[src/rtl/rv32i_types.sv]
// Shared core types: the common-data-bus record and the CDB source numbering.
package rv32i_types;

  localparam int NUM_CDB_SRC = 4;

  typedef enum logic [1:0] {
    CDB_SRC_ALU,
    CDB_SRC_MUL,
    CDB_SRC_DIV,
    CDB_SRC_LSQ
  } cdb_src_t;

  typedef struct packed {
    logic        valid;
    logic [5:0]  rob_idx;
    logic [5:0]  pd_s;
    logic [4:0]  rd_s;
    logic [31:0] rd_v;
    logic [31:0] inst;
  } cdb_t;

  // Returns the record with its qualifier forced; payload fields untouched.
  function automatic cdb_t cdb_with_valid(cdb_t c, logic v);
    cdb_t r;
    r       = c;
    r.valid = v;
    return r;
  endfunction

endpackage

[src/rtl/cdb_rr_arbiter.sv]
// Combinational one-of-N grant: first request found searching upward from ptr,
// wrapping at NUM_SRC-1. With ptr tied to zero this is plain fixed priority.
module cdb_rr_arbiter #(
  parameter int NUM_SRC = 4,
  parameter int IDX_W   = $clog2(NUM_SRC)
) (
  input  logic [NUM_SRC-1:0] req,
  input  logic [IDX_W-1:0]   ptr,
  output logic [NUM_SRC-1:0] grant,
  output logic [IDX_W-1:0]   grant_idx,
  output logic               grant_vld
);

  logic [IDX_W:0]   sum;
  logic [IDX_W-1:0] cand;

  always_comb begin
    grant     = '0;
    grant_idx = '0;
    grant_vld = 1'b0;
    sum       = '0;
    cand      = '0;
    for (int k = 0; k < NUM_SRC; k++) begin
      // ptr is always below NUM_SRC, so one subtraction is enough to wrap.
      sum = {1'b0, ptr} + (IDX_W+1)'(k);
      if (sum >= (IDX_W+1)'(NUM_SRC)) begin
        sum = sum - (IDX_W+1)'(NUM_SRC);
      end
      cand = sum[IDX_W-1:0];
      if (!grant_vld && req[cand]) begin
        grant[cand] = 1'b1;
        grant_idx   = cand;
        grant_vld   = 1'b1;
      end
    end
  end

endmodule

[src/rtl/cdb_arbiter.sv]
// Serialises execution-unit results onto the common data bus, one registered
// broadcast per cycle. Define CDB_RR_ARB_EN for rotating priority; otherwise fixed.
module cdb_arbiter
  import rv32i_types::*;
#(
  parameter int NUM_SRC = NUM_CDB_SRC,
  localparam int IDX_W  = $clog2(NUM_SRC)
) (
  input  logic                 clk,
  input  logic                 rst,
  input  logic                 flush,
  input  logic [NUM_SRC-1:0]   src_valid,
  output logic [NUM_SRC-1:0]   src_ready,
  input  cdb_t [NUM_SRC-1:0]   src_data,
  output cdb_t                 cdb_out,
  output logic [IDX_W-1:0]     grant_src
);

  // Handshake: slot i takes src_data[i] on an edge where src_valid[i] && src_ready[i].
  // src_ready never looks at src_valid; a stalled source holds valid and data stable.

  logic [NUM_SRC-1:0] occ_q, occ_d;
  cdb_t [NUM_SRC-1:0] slot_q, slot_d;
  cdb_t               cdb_q, cdb_d;
  logic [IDX_W-1:0]   grant_src_q, grant_src_d;

  logic [NUM_SRC-1:0] grant;
  logic [NUM_SRC-1:0] accept;
  logic [IDX_W-1:0]   grant_idx;
  logic               grant_vld;
  logic [IDX_W-1:0]   arb_ptr;

`ifdef CDB_RR_ARB_EN
  logic [IDX_W-1:0] rr_ptr_q, rr_ptr_d;

  // A grant cancelled by flush did not broadcast, so it does not rotate the pointer.
  always_comb begin
    rr_ptr_d = rr_ptr_q;
    if (grant_vld && !flush) begin
      rr_ptr_d = (grant_idx == IDX_W'(NUM_SRC-1)) ? '0 : grant_idx + IDX_W'(1);
    end
  end

  always_ff @(posedge clk or posedge rst) begin
    if (rst) begin
      rr_ptr_q <= '0;
    end else begin
      rr_ptr_q <= rr_ptr_d;
    end
  end

  assign arb_ptr = rr_ptr_q;
`else
  assign arb_ptr = '0;
`endif

  cdb_rr_arbiter #(
    .NUM_SRC (NUM_SRC),
    .IDX_W   (IDX_W)
  ) u_arb (
    .req       (occ_q),
    .ptr       (arb_ptr),
    .grant     (grant),
    .grant_idx (grant_idx),
    .grant_vld (grant_vld)
  );

  // A granted slot is leaving this cycle, so it can be refilled in the same edge.
  assign src_ready = flush ? '0 : (~occ_q | grant);
  assign accept    = src_valid & src_ready;

  always_comb begin
    occ_d = flush ? '0 : ((occ_q & ~grant) | accept);
    for (int i = 0; i < NUM_SRC; i++) begin
      slot_d[i] = accept[i] ? src_data[i] : slot_q[i];
    end
  end

  always_comb begin
    cdb_d       = cdb_with_valid(cdb_q, 1'b0);
    grant_src_d = grant_src_q;
    if (grant_vld && !flush) begin
      cdb_d       = cdb_with_valid(slot_q[grant_idx], 1'b1);
      grant_src_d = grant_idx;
    end
  end

  always_ff @(posedge clk or posedge rst) begin
    if (rst) begin
      occ_q       <= '0;
      slot_q      <= '0;
      cdb_q       <= '0;
      grant_src_q <= '0;
    end else begin
      occ_q       <= occ_d;
      slot_q      <= slot_d;
      cdb_q       <= cdb_d;
      grant_src_q <= grant_src_d;
    end
  end

  assign cdb_out   = cdb_q;
  assign grant_src = grant_src_q;

endmodule

[config.mk]
export PLATFORM = sky130hd
export DESIGN_NAME = cdb_arbiter
export DESIGN_NICKNAME = d
export VERILOG_FILES = /design/src/rtl/rv32i_types.sv /design/src/rtl/cdb_rr_arbiter.sv /design/src/rtl/cdb_arbiter.sv
export SDC_FILE = /design/constraint.sdc
export NUM_CORES = 1
export LEC_CHECK = 0
export ABC_AREA = 1
export BUFFER_PORTS_ARGS = -buffer_cell sky130_fd_sc_hd__buf_2
export CAP_MARGIN = 30
export CORE_UTILIZATION = 55
export DETAILED_ROUTE_END_ITERATION = 12
export PLACE_DENSITY = 0.8
export SLEW_MARGIN = 20
export SYNTH_ARGS = -nofsm -noshare
export SYNTH_HDL_FRONTEND = slang
export SYNTH_SLANG_ARGS = --single-unit
[constraint.sdc]
create_clock -name clk -period 19.75 [get_ports clk]
set_clock_uncertainty 0.15 [all_clocks]
set_input_delay 3.95 -clock clk [delete_from_list [all_inputs] [get_ports clk]]
set_output_delay 3.95 -clock clk [all_outputs]
set_load 0.01 [all_outputs]
==> After elaboration in Yosys (flattened, before gate mapping) <==
Cells that the tools add are included.
{ "word_totals": {"register_bits": 416, "inputBits": 335} }
{ "op_classes": {"order_cmp": 1, "mux": 16, "n_bitwise": 6, "reduce_logical": 8} }
{ "op_table": {"columns": ["cell", "count"], "rows": [
  ["82-bit binary-select mux with 2-bit select", 1],
  ["82-bit two-way mux", 1],
  ["81-bit two-way mux", 1],
  ["4-bit two-way mux", 3],
  ["4-bit bitwise AND", 2],
  ["4-bit NOT", 2],
  ["4-bit bitwise OR", 2],
  ["1-bit two-way mux", 6],
  ["2-bit two-way mux", 3],
  ["1-bit logical AND", 4],
  ["1-bit logical NOT", 4],
  ["2-bit by 3-bit < comparator with 1-bit output (second input constant)", 1],
  ["3-bit two-way mux", 1]
]} }

==> Depth between registers and ports, before layout <==
{ "depth": {"depth_word": 15, "mapped_depth": 11, "ltp_nobuf": 9} }

==> Cells and area by module <==
Synthesis repeated with hierarchy kept, for this count alone.
{ "hier_totals": {"cells_unflattened": 2441, "area_unflattened_um2": 20191.9} }
{ "by_module_without_submodules": {"columns": ["module", "instances", "cells_each", "area_per_inst_um2", "seq_area_each_um2"], "rows": [
  ["cdb_arbiter", 1, 2367, 19751.4, 10309.9],
  ["cdb_rr_arbiter", 1, 74, 440.4, 0.0]
]} }

==> Worst setup path before layout <==
OpenSTA, ideal clock, no wires.
{ "synth_timing": {"kind": "input to output", "startpoint": "input port flush", "endpoint": "output port src_ready[1]", "t_arrival_ns": 4.345, "required_time_ns": 15.650, "slack_ns": 11.305, "path_stages": 2, "cell_sequence": "clkbuf_2 a21oi_1"} }
{ "synth_via": {"elab_chain_cells": 1} }
{ "synth_rtl": {"columns": ["item", "line_no", "text"], "rows": [
  ["start, declared", "cdb_arbiter.sv:11", "input logic flush,"],
  ["4-bit two-way mux", "cdb_arbiter.sv:69", "assign src_ready = flush ? '0 : (~occ_q | grant);"],
  ["end, declared", "cdb_arbiter.sv:13", "output logic [NUM_SRC-1:0] src_ready,"]
]} }
No other way between the ends.

==> Worst setup path in the final report <==
Ends and elaborated chain as after synthesis.

==> out/metrics.csv <==
stage,metric,value,unit
layout,fillers,2755,
layout,area_growth,20.3,%
clocking,clkTransAtPathRegs,0.06,ns
die,ios,423,
die,core_area,0.0335,mm²
sta,setup-tns-final,0,ns
worst_setup_path,critPathKind,in -> out,
clocking,h-tree-depth,2,
clocking,clock_path_buffers,3,
synth,synth-seq-area-share,55.1,%
global_route,grt_usage,31.3,%
layout,multi_input_area,0.00648,mm²
detailed_routing,first_iter_violations,1481,
synth,synth.area.top_cells,"dfrtp_1 (55%), nand2_1 (11%), nand3_1 (8.7%)",
layout,fin_util,67.2,%
worst_setup_path,reg2regPathDepth,8,
synth,synth_nets,2716,
synth,synth_top_area_share,55.1,%
synth,synth_most_common_cell,nand2_1,
global_route,grt_max_degree,163,
worst_setup_path,required,15.65,ns
outcome,status,finished clean,
clocking,clock-sinks,412,
synth,async_flop_share,100,%
global_route,grt_pass1_wl,86.8,mm
worst_setup_path,crit_arrival,4.57,ns
layout,nets,3046,
detailed_routing,vias,17189,
detailed_routing,avgViaCountPerCell,5.34,
detailed_routing,drtAntennaViolNets,0,
sta,hold_viol_final,0,
detailed_routing,route.detailed.drc,0,
placed_design,dp.cells,3111,
synth,synth_top_flop_cell,dfrtp_1,
sta,max_slew_margin,33.4,%
layout,finalNonFillerCells,3217,
sta,finalCritPeriodShare,43.9,%
clocking,worst_skew_pair.late_latency,0.54,ns
clocking,postCtsSetupBuffers,0,
power,power,2330,µW
synth,yosysWarnings,0,
synth,synthesis.area,0.0187,mm²
clocking,cts-root-buf,clkbuf_16,
sta,setup_violations,0,
sta,rsz0062_at_grt,false,
detailed_routing,routed_wl,55.0,mm
die,dieArea,0.0348,mm²
clocking,cts_tree,yes,
sta,worst_slew_pin_slew,0.999,ns
synth,synth.largest_area_cell,dfrtp_1,
worst_setup_path,crit_fanout,8,
detailed_routing,route.detailed.wl_per_inst,17.1,µm
synth,synth_cell_types,18,
min_path,holdPathStages,2,
die,core.rowCount,67,
die,dieHeight,186,µm
min_path,hp-class,reg -> reg,
power,leakage,0.0124,µW
clocking,cts_inserted_buffers,43,
power,p_per_area,104,mW/mm²
layout,seq_area,0.0103,mm²
clocking,hold_buffers,0,
synth,syn_inst,2381,
placed_design,io_buffer_count,418,
synth,synth_common_cells,"nand2_1 (573), dfrtp_1 (412), inv_1 (328)",
die,initial_core_util,55.8,%
global_route,grt_pass1_vias,16659,
sta,drv_slew,0,
worst_setup_path,critPathCaptureType,output port,
flow_run,maxCapViolations,0,
synth,synth-edff-count,0,
sta,fmax,115,MHz
worst_setup_path,critPathLaunchType,primary input,
synth,synth_area_per_cell,7.86,µm²
synth,synth_seq_cells,412,
global_route,antenna_found_initial,25,
placed_design,dp_hpwl,33.4,mm
global_route,grt-ovfl-total,0,
sta,finalCriticalPeriod,8.67,ns
clocking,ctsResizeCount,0,
die,die-width,186,µm
detailed_routing,firstDrtPassIters,5,
power,vdd_drop_max,0.0663,mV
layout,drive_gt1_share,18.8,%
placed_design,globalplace.congestion,0.873,
-- routing by layer --
layer / up-vias / share of wire (%) / GRT usage [%]
met1: 8174 / 40 / 42.3
li1: 8070 / - / -
met2: 810 / 48 / 48.9
met4: 0 / 4.3 / 16.4
met3: 135 / 7.6 / 4.98
met5: - / 0 / 0
-- where the power goes --
| group | internal, µW | leakage [µW] | switching (µW) |
|---|---|---|---|
| clock network | 518 | 0.000716 | 329 |
| logic | 159 | 0.00696 | 297 |
| registers | 977 | 0.00471 | 52.4 |
| total | 1650 | 0.0124 | 679 |
-- metrics by stage --
step           instance area [µm²]  hold WS, ns  setup slack, ns
2_1_floorplan                18700        0.331             4.19
3_3_place_gp                 20800        0.306            11.08
3_5_place_dp                 20900        0.310            11.09
4_1_cts                      22400        0.326            11.09
5_1_grt                      22500        0.335            11.05
6_report                     22500        0.324            11.08
-- final timing paths --
path	startpoint	endpoint	slack [ns]
min reg2reg	cdb_out[47]	cdb_out[47]	0.32
min in group asynchronous	rst	slot_q[172]	3.25
max in group asynchronous	rst	slot_q[43]	13.91
max	flush	src_ready[1]	11.08
min	cdb_out[47]	cdb_out[47]	0.32
max reg2reg	occ_q[0]	cdb_out[19]	16.40
-- cell families (layout without fill, tap and decap cells) --
family / count (synthesis) / after routing / synth area share, %
compound gates: 334 / 334 / 8.97
other cells: 0 / 27 / 0
flops: 412 / 412 / 55.1
simple gates: 1148 / 1148 / 25.3
buf+inv: 487 / 848 / 10.7
-- state kept, by name, indices dropped and copies added, names as in the netlist --
signal and count:
slot_q 324, grant_src 2, occ_q 4, cdb_out 82
-- cell type report --
| cell class | instances | share of cell area, % |
|---|---|---|
| well taps | 448 | 2.49 |
| multi-input cells | 1482 | 28.8 |
| flip-flops and latches | 412 | 45.8 |
| clock inverters | 10 | 0.889 |
| clock buffers | 66 | 5.62 |
| diodes | 27 | 0.300 |
| repair buffers | 439 | 10.5 |
| inverters | 333 | 5.63 |
-- critical path: stages --
cell and delay, ns:
buf_2 0.15, a21oi_1 0.26, buf_2 0.21
-- cell usage in the layout, fill, tap and decap left out --
master / instances
nand2_1: 572
buf_2: 418
dfrtp_1: 412
inv_1: 327
nand3_1: 324
a21oi_1: 247
nor2_1: 246
o21ai_0: 83
clkbuf_16: 45
diode_2: 27
clkbuf_1: 15
buf_4: 15
clkinv_2: 6
clkbuf_8: 6
bufinv_16: 6
buf_16: 6
nand2_8: 3
a21oi_2: 2
nand2_4: 2
o21ai_4: 2
nor2_2: 1
inv_4: 1
inv_2: 1
inv_8: 1
inv_6: 1
Power figures use the tool's default switching activity.
